### src/rtl/hdr_sched_pkg.sv
// Shared constants, field offsets and types for the header-write scheduler.
package hdr_sched_pkg;

  localparam int ADDR_BITS     = 13;
  localparam int AXIS_W        = 16;
  localparam int CMPL_ADDR_LSB = 8;
  localparam int CMPL_ERR_LSB  = 0;
  localparam int CMPL_ERR_BITS = 4;
  localparam int EVT_ERR_BIT   = 15;

  typedef enum logic {
    ISSUE_IDLE,
    ISSUE_WAIT
  } issue_state_t;

  typedef struct packed {
    logic [ADDR_BITS-1:0] addr;
    logic                 pending;
    logic                 done;
    logic                 err;
  } hdr_sched_entry_t;

endpackage

### src/rtl/hdr_sched_table.sv
// In-flight table: circular entry store, head/tail pointers and oldest-first
// completion matching.
module hdr_sched_table
  import hdr_sched_pkg::*;
#(
  parameter  int DEPTH = 8,
  localparam int IDX_W = $clog2(DEPTH),
  localparam int PTR_W = IDX_W + 1
) (
  input  logic                 memclk,
  input  logic                 memresetn,
  input  logic                 push,
  input  logic [ADDR_BITS-1:0] push_addr,
  input  logic                 cmpl_valid,
  input  logic [ADDR_BITS-1:0] cmpl_addr,
  input  logic                 cmpl_err,
  input  logic                 pop,
  output logic                 full,
  output logic                 empty,
  output hdr_sched_entry_t     head_entry,
  output logic                 match,
  output logic [PTR_W-1:0]     count
);

  hdr_sched_entry_t entries [DEPTH];
  logic [PTR_W-1:0] head, tail;
  logic [IDX_W-1:0] head_idx, tail_idx, match_idx;

  assign head_idx   = head[IDX_W-1:0];
  assign tail_idx   = tail[IDX_W-1:0];
  assign empty      = (head == tail);
  assign full       = (head[PTR_W-1] != tail[PTR_W-1]) && (head_idx == tail_idx);
  assign count      = tail - head;
  assign head_entry = entries[head_idx];

  // Walk from head so the first hit is the oldest outstanding entry.
  always_comb begin
    // NOTE: defaults before the loop keep this purely combinational (no latch).
    match     = 1'b0;
    match_idx = '0;
    for (int i = 0; i < DEPTH; i++) begin
      logic [IDX_W-1:0] idx;
      idx = head_idx + IDX_W'(i);
      if (!match && entries[idx].pending && !entries[idx].done &&
          entries[idx].addr == cmpl_addr) begin
        match     = 1'b1;
        match_idx = idx;
      end
    end
  end

  always_ff @(posedge memclk or negedge memresetn) begin
    if (!memresetn) begin
      head <= '0;
      tail <= '0;
      // NOTE: the table is reset on purpose; a reset must drop every in-flight entry.
      for (int i = 0; i < DEPTH; i++) entries[i] <= '0;
    end else begin
      if (push) entries[tail_idx] <= '{addr: push_addr, pending: 1'b1, done: 1'b0, err: 1'b0};
      if (cmpl_valid && match) begin
        entries[match_idx].done <= 1'b1;
        entries[match_idx].err  <= cmpl_err;
      end
      if (pop) entries[head_idx] <= '0;
      tail <= tail + PTR_W'(push);
      head <= head + PTR_W'(pop);
    end
  end

endmodule

### src/rtl/hdr_sched.sv
// Header-write scheduler: issues free buffer addresses as done requests, matches
// completions, and releases finished events in issue order.
module hdr_sched
  import hdr_sched_pkg::*;
#(
  parameter int MAX_OUTSTANDING = 8
) (
  input  logic              memclk,
  input  logic              memresetn,
  input  logic              enable_i,
  input  logic [15:0]       s_addr_tdata,
  input  logic              s_addr_tvalid,
  output logic              s_addr_tready,
  output logic [AXIS_W-1:0] m_done_tdata,
  output logic              m_done_tvalid,
  input  logic              m_done_tready,
  input  logic [23:0]       s_cmpl_tdata,
  input  logic              s_cmpl_tvalid,
  output logic              s_cmpl_tready,
  output logic [AXIS_W-1:0] m_evt_tdata,
  output logic              m_evt_tvalid,
  input  logic              m_evt_tready,
  output logic [4:0]        outstanding_o,
  output logic [15:0]       err_count_o,
  output logic              unmatched_o
);

  localparam int PTR_W = $clog2(MAX_OUTSTANDING) + 1;

  issue_state_t         state;
  logic                 run_q;
  logic                 full, empty, match, accept, cmpl_fire, cmpl_err, pop;
  logic [ADDR_BITS-1:0] cmpl_addr;
  logic [PTR_W-1:0]     count;
  hdr_sched_entry_t     head_entry;
  logic                 unused_bits;

  // run_q keeps both ready outputs low until the first clock after reset.
  assign s_addr_tready = run_q && (state == ISSUE_IDLE) && enable_i && !full;
  assign s_cmpl_tready = run_q;
  assign accept        = s_addr_tready && s_addr_tvalid;
  assign cmpl_fire     = s_cmpl_tready && s_cmpl_tvalid;
  assign cmpl_addr     = s_cmpl_tdata[CMPL_ADDR_LSB +: ADDR_BITS];
  assign cmpl_err      = |s_cmpl_tdata[CMPL_ERR_LSB +: CMPL_ERR_BITS];

  assign m_evt_tvalid  = head_entry.done;
  assign pop           = m_evt_tvalid && m_evt_tready;
  assign outstanding_o = 5'(count);

  always_comb begin
    m_evt_tdata                  = '0;
    m_evt_tdata[ADDR_BITS-1:0]   = head_entry.addr;
    m_evt_tdata[EVT_ERR_BIT]     = head_entry.err;
  end

  assign unused_bits = ^{s_addr_tdata[15:ADDR_BITS], s_cmpl_tdata[23:CMPL_ADDR_LSB+ADDR_BITS],
                         s_cmpl_tdata[CMPL_ADDR_LSB-1:CMPL_ERR_LSB+CMPL_ERR_BITS],
                         head_entry.pending, empty};

  hdr_sched_table #(.DEPTH(MAX_OUTSTANDING)) u_table (
    .memclk     (memclk),
    .memresetn  (memresetn),
    .push       (accept),
    .push_addr  (s_addr_tdata[ADDR_BITS-1:0]),
    .cmpl_valid (cmpl_fire),
    .cmpl_addr  (cmpl_addr),
    .cmpl_err   (cmpl_err),
    .pop        (pop),
    .full       (full),
    .empty      (empty),
    .head_entry (head_entry),
    .match      (match),
    .count      (count)
  );

  always_ff @(posedge memclk or negedge memresetn) begin
    if (!memresetn) begin
      state         <= ISSUE_IDLE;
      m_done_tvalid <= 1'b0;
      m_done_tdata  <= '0;
    end else begin
      case (state)
        ISSUE_IDLE: if (accept) begin
          m_done_tdata  <= {{(AXIS_W-ADDR_BITS){1'b0}}, s_addr_tdata[ADDR_BITS-1:0]};
          m_done_tvalid <= 1'b1;
          state         <= ISSUE_WAIT;
        end
        ISSUE_WAIT: if (m_done_tready) begin
          m_done_tvalid <= 1'b0;
          state         <= ISSUE_IDLE;
        end
        default: state <= ISSUE_IDLE;
      endcase
    end
  end

  always_ff @(posedge memclk or negedge memresetn) begin
    if (!memresetn) begin
      run_q       <= 1'b0;
      err_count_o <= '0;
      unmatched_o <= 1'b0;
    end else begin
      run_q <= 1'b1;
      if (cmpl_fire && cmpl_err && err_count_o != 16'hFFFF) err_count_o <= err_count_o + 16'd1;
      if (cmpl_fire && !match) unmatched_o <= 1'b1;
    end
  end

endmodule

### config.mk
export PLATFORM = sky130hd
export DESIGN_NAME = hdr_sched
export DESIGN_NICKNAME = d
export VERILOG_FILES = /design/src/rtl/hdr_sched_pkg.sv /design/src/rtl/hdr_sched_table.sv /design/src/rtl/hdr_sched.sv
export SDC_FILE = /design/constraint.sdc
export NUM_CORES = 1
export LEC_CHECK = 0
export CAP_MARGIN = 20
export CORE_ASPECT_RATIO = 0.75
export CORE_MARGIN = 5
export CORE_UTILIZATION = 30
export CTS_CLUSTER_DIAMETER = 50
export DETAILED_ROUTE_END_ITERATION = 10
export HOLD_SLACK_MARGIN = 0.03
export SYNTH_ARGS = -nofsm -noshare
export SYNTH_HDL_FRONTEND = slang
export SYNTH_SLANG_ARGS = --single-unit
### constraint.sdc
create_clock -name memclk -period 6.6 [get_ports memclk]
set_input_delay 1.32 -clock memclk [delete_from_list [all_inputs] [get_ports memclk]]
set_output_delay 1.32 -clock memclk [all_outputs]
set_load 0.01 [all_outputs]
==> results.cfg <==
[global_route]
globalRoute.totalOverflow = 0
globalRouteTotalUtil_pct = 21.5
grt_antenna_before_repair = 0
grt_pass1_vias = 12830
grt_first_pass_wirelength_um = 87700
grt_start_max_net_pins = 164

[sta]
max_slew_margin_pct = 17.0
grt_setup_unrepaired = no
finClkSkew_ns = 0.0114
worst_slew_pin_slew_ns = 1.24
final-setup-viol-count = 0
fmax_mhz = 180
post-route-period-util_pct = 84.0
layout_min_cycle_time_ns = 5.55
setup_slack_ns = 1.05
final-hold-violation-count = 0
setup_total_negative_slack_ns = 0
finalMaxSlewViolations = 0
final.hold.worst_slack_ns = 0.468

[die]
chipWidth_um = 268
area_of_the_core_um2 = 49800
io-pin-count = 105
floorplan.die_area_um2 = 54700
die_h_um = 204
initial_core_util_pct = 30.1
row_count = 71

[place]
setup_slack_placement_ns = 1.02
hpwlAfterDp_um = 41500
dpl_cell_area_um2 = 16500
post-place-cells = 2239
gp_congestion = 1.03
portBuffers = 88

[cells_and_area]
fin_cells = 2277
finalInstanceArea_um2 = 17200
post_route_cells_drive_above_1_share_pct = 15.5
final_common_cell = sky130_fd_sc_hd__nand2_1
final_nets = 1668
nFillCells = 4971
areaGrowthSynthToFinish_pct = 14.4
most-common-layout-cells = 326 x sky130_fd_sc_hd__nand2_1, 166 x sky130_fd_sc_hd__dfrtp_1, 135 x sky130_fd_sc_hd__mux2i_1
finalCoreUtilization_pct = 34.5

[routing]
post_drt_via_cell_ratio = 5.99
drc = 0
post_drt_wl_per_cell_um = 26.1
routed-via-count = 13628
first_drt_iteration_drcs = 1792
postRouteAntennaNets = 0
finalWirelength_um = 59400
drt_first_pass_iters = 5

[clocking]
maximum_level_of_the_cts_h_tree = 4
clk-insertion-delay-late_ns = 0.47
cts.root.buffer_cell = sky130_fd_sc_hd__clkbuf_16
cts_made_buffers = 17
clkSlewWorstSetupHoldPaths_ns = 0.07
cts_tree = done
max-clock-path-buffers = 2
postCtsResizedCells = 0
numClockSinks = 169
post_cts_setup_buffer_count = 0
post_cts_hold_buffer_count = 0

[synth]
dominant_combinational_cell_family_by_area_after_synthesis = multiplexers
synth-edff-count = 0
post_synth.cell_area_avg_um2 = 9.46
ys_seq_elements = 169
post_syn_instances = 1589
synth_compound_area_share_pct = 11.2
synth_mux_area_share_pct = 29.4
synth_cell_type_count = 84
yosysSeqAreaShare_pct = 28.1
synth_simple_gate_area_share_pct = 16.7
ys.warnings.count = 0
synth_async_sr_flop_share_pct = 100
ys.flop_type = sky130_fd_sc_hd__dfrtp_1
synth-xor-area-share_pct = 7.57
synth_fa_ha_area_share_pct = 1.30
netlist_area_um2 = 15000

[hold_path]
endpoint_of_the_worst_hold_timing_path = unmatched_o
min_from = unmatched_o
hold_path_depth = 2
hold_class = reg -> reg

[power]
static-leakage-power_nw = 6.55
power.combinational.fraction_pct = 52.9
power.sequential.fraction_pct = 30.9
total_power_mw = 6.88
power_per_cell_area_nw_per_um2 = 401
switching_share_pct = 44.7
p_int_mw = 3.81
clock_power_share_pct = 16.2
switching_power_mw = 3.08
vdd_drop_max_mv = 0.211

[setup_path]
worst-r2r-cell-count = 13
worst-endpoint-arrival_ns = 5.95
r2r_slack_ns = 1.05
path_class = reg -> reg
r2r-start = u_table.head[0]
critical_path.max_fanout = 42
worst_r2r_endpoint = u_table.entries[32]
worst_ep_required_time_ns = 7.00
crit_path_start_kind = register
worstSetupEndpointType = register

[job]
max_cap_violations = 0

[status]
run_status = finished clean
[state kept, by name, indices dropped and copies added, names as in the netlist]
register / cells
u_table.entries: 128
err_count_o: 16
m_done_tdata: 13
u_table.head: 4
u_table.tail: 4
m_done_tvalid: 1
s_cmpl_tready: 1
state: 1
unmatched_o: 1
[critical path, stage by stage (launching register included)]
cell	delay, ns
sky130_fd_sc_hd__dfrtp_4	0.83
sky130_fd_sc_hd__inv_2	0.12
sky130_fd_sc_hd__ha_4	0.22
sky130_fd_sc_hd__xnor2_2	0.66
sky130_fd_sc_hd__mux4_2	0.59
sky130_fd_sc_hd__mux2i_1	0.19
sky130_fd_sc_hd__xnor2_1	0.08
sky130_fd_sc_hd__nor4_1	0.63
sky130_fd_sc_hd__and4_1	0.51
sky130_fd_sc_hd__o31ai_1	0.14
sky130_fd_sc_hd__a211oi_1	0.38
sky130_fd_sc_hd__o32ai_1	0.24
sky130_fd_sc_hd__nor4_1	0.60
sky130_fd_sc_hd__mux2i_1	0.25
[worst max-delay path by stage]
stage / to / startpoint / slack [ns]
after floorplan: u_table.entries[0] / u_table.head[0] / 0.85
after global placement: u_table.entries[32] / s_cmpl_tdata[15] / 1.03
after detailed placement: u_table.entries[32] / s_cmpl_tdata[15] / 1.02
after CTS: u_table.entries[32] / u_table.head[0] / 1.16
after global routing: u_table.entries[32] / u_table.head[0] / 0.81
final: u_table.entries[32] / u_table.head[0] / 1.05
[metal layers]
metal / track usage [%] / part of all wire, %
met1: 31.6 / 43
met2: 30.3 / 42
met3: 6.98 / 12
met4: 5.82 / 2.3
met5: 0 / 0
[synth_stat cells (8+ instances only)]
library cell                count  area, um^2
sky130_fd_sc_hd__a21oi_1      131         656
sky130_fd_sc_hd__a221oi_1      12         105
sky130_fd_sc_hd__a22oi_1       15         113
sky130_fd_sc_hd__and2_1        16         100
sky130_fd_sc_hd__and3_1        12        75.1
sky130_fd_sc_hd__buf_1         23        86.3
sky130_fd_sc_hd__buf_2         28         140
sky130_fd_sc_hd__buf_4         20         150
sky130_fd_sc_hd__buf_6         10         113
sky130_fd_sc_hd__clkbuf_1      58         218
sky130_fd_sc_hd__dfrtp_1      169        4230
sky130_fd_sc_hd__ha_1          14         175
sky130_fd_sc_hd__inv_1         26        97.6
sky130_fd_sc_hd__mux2_2        41         462
sky130_fd_sc_hd__mux2i_1      135        1350
sky130_fd_sc_hd__mux4_2       106        2390
sky130_fd_sc_hd__nand2_1      326        1220
sky130_fd_sc_hd__nand3_1       30         150
sky130_fd_sc_hd__nand4_1       17         106
sky130_fd_sc_hd__nor2_1        44         165
sky130_fd_sc_hd__nor2b_1       19         119
sky130_fd_sc_hd__nor3_1        20         100
sky130_fd_sc_hd__nor4_1        15        93.8
sky130_fd_sc_hd__o2111ai_1      8        70.1
sky130_fd_sc_hd__o21ai_0       14        70.1
sky130_fd_sc_hd__o22ai_1       26         163
sky130_fd_sc_hd__or3_1          8        50.1
sky130_fd_sc_hd__xnor2_1       91         797
sky130_fd_sc_hd__xor2_1        37         324
[kinds of logic after synthesis]
family	count (synthesis)
mux	291
fa+ha+maj	15
other cells	2
flops	169
compound gates	265
buf+inv	170
simple gates	548
xor+xnor	129
[cell type report]
cell class                      instances  area, um^2  area share [%]
Multi-Input combinational cell       1255       10000            58.4
Sequential cell                       169        4240            24.7
Timing Repair Buffer                  134        1350            7.87
Tap cell                              657         822            4.78
Clock buffer                           22         464            2.70
Clock inverter                         10         166           0.968
Inverter                               29         109           0.633
Antenna cell                            1        2.50          0.0146
[power by group through the flow]
stage	Clock, mW	Combinational, mW	Sequential (mW)
global placement	0	3.53	2.07
floorplan	0	2.53	1.81
CTS	1.13	3.58	2.09
finish	1.11	3.64	2.13
detailed placement	0	3.57	2.11
global route	1.17	3.88	2.18
Note: power is estimated with default switching activity, not from simulation.
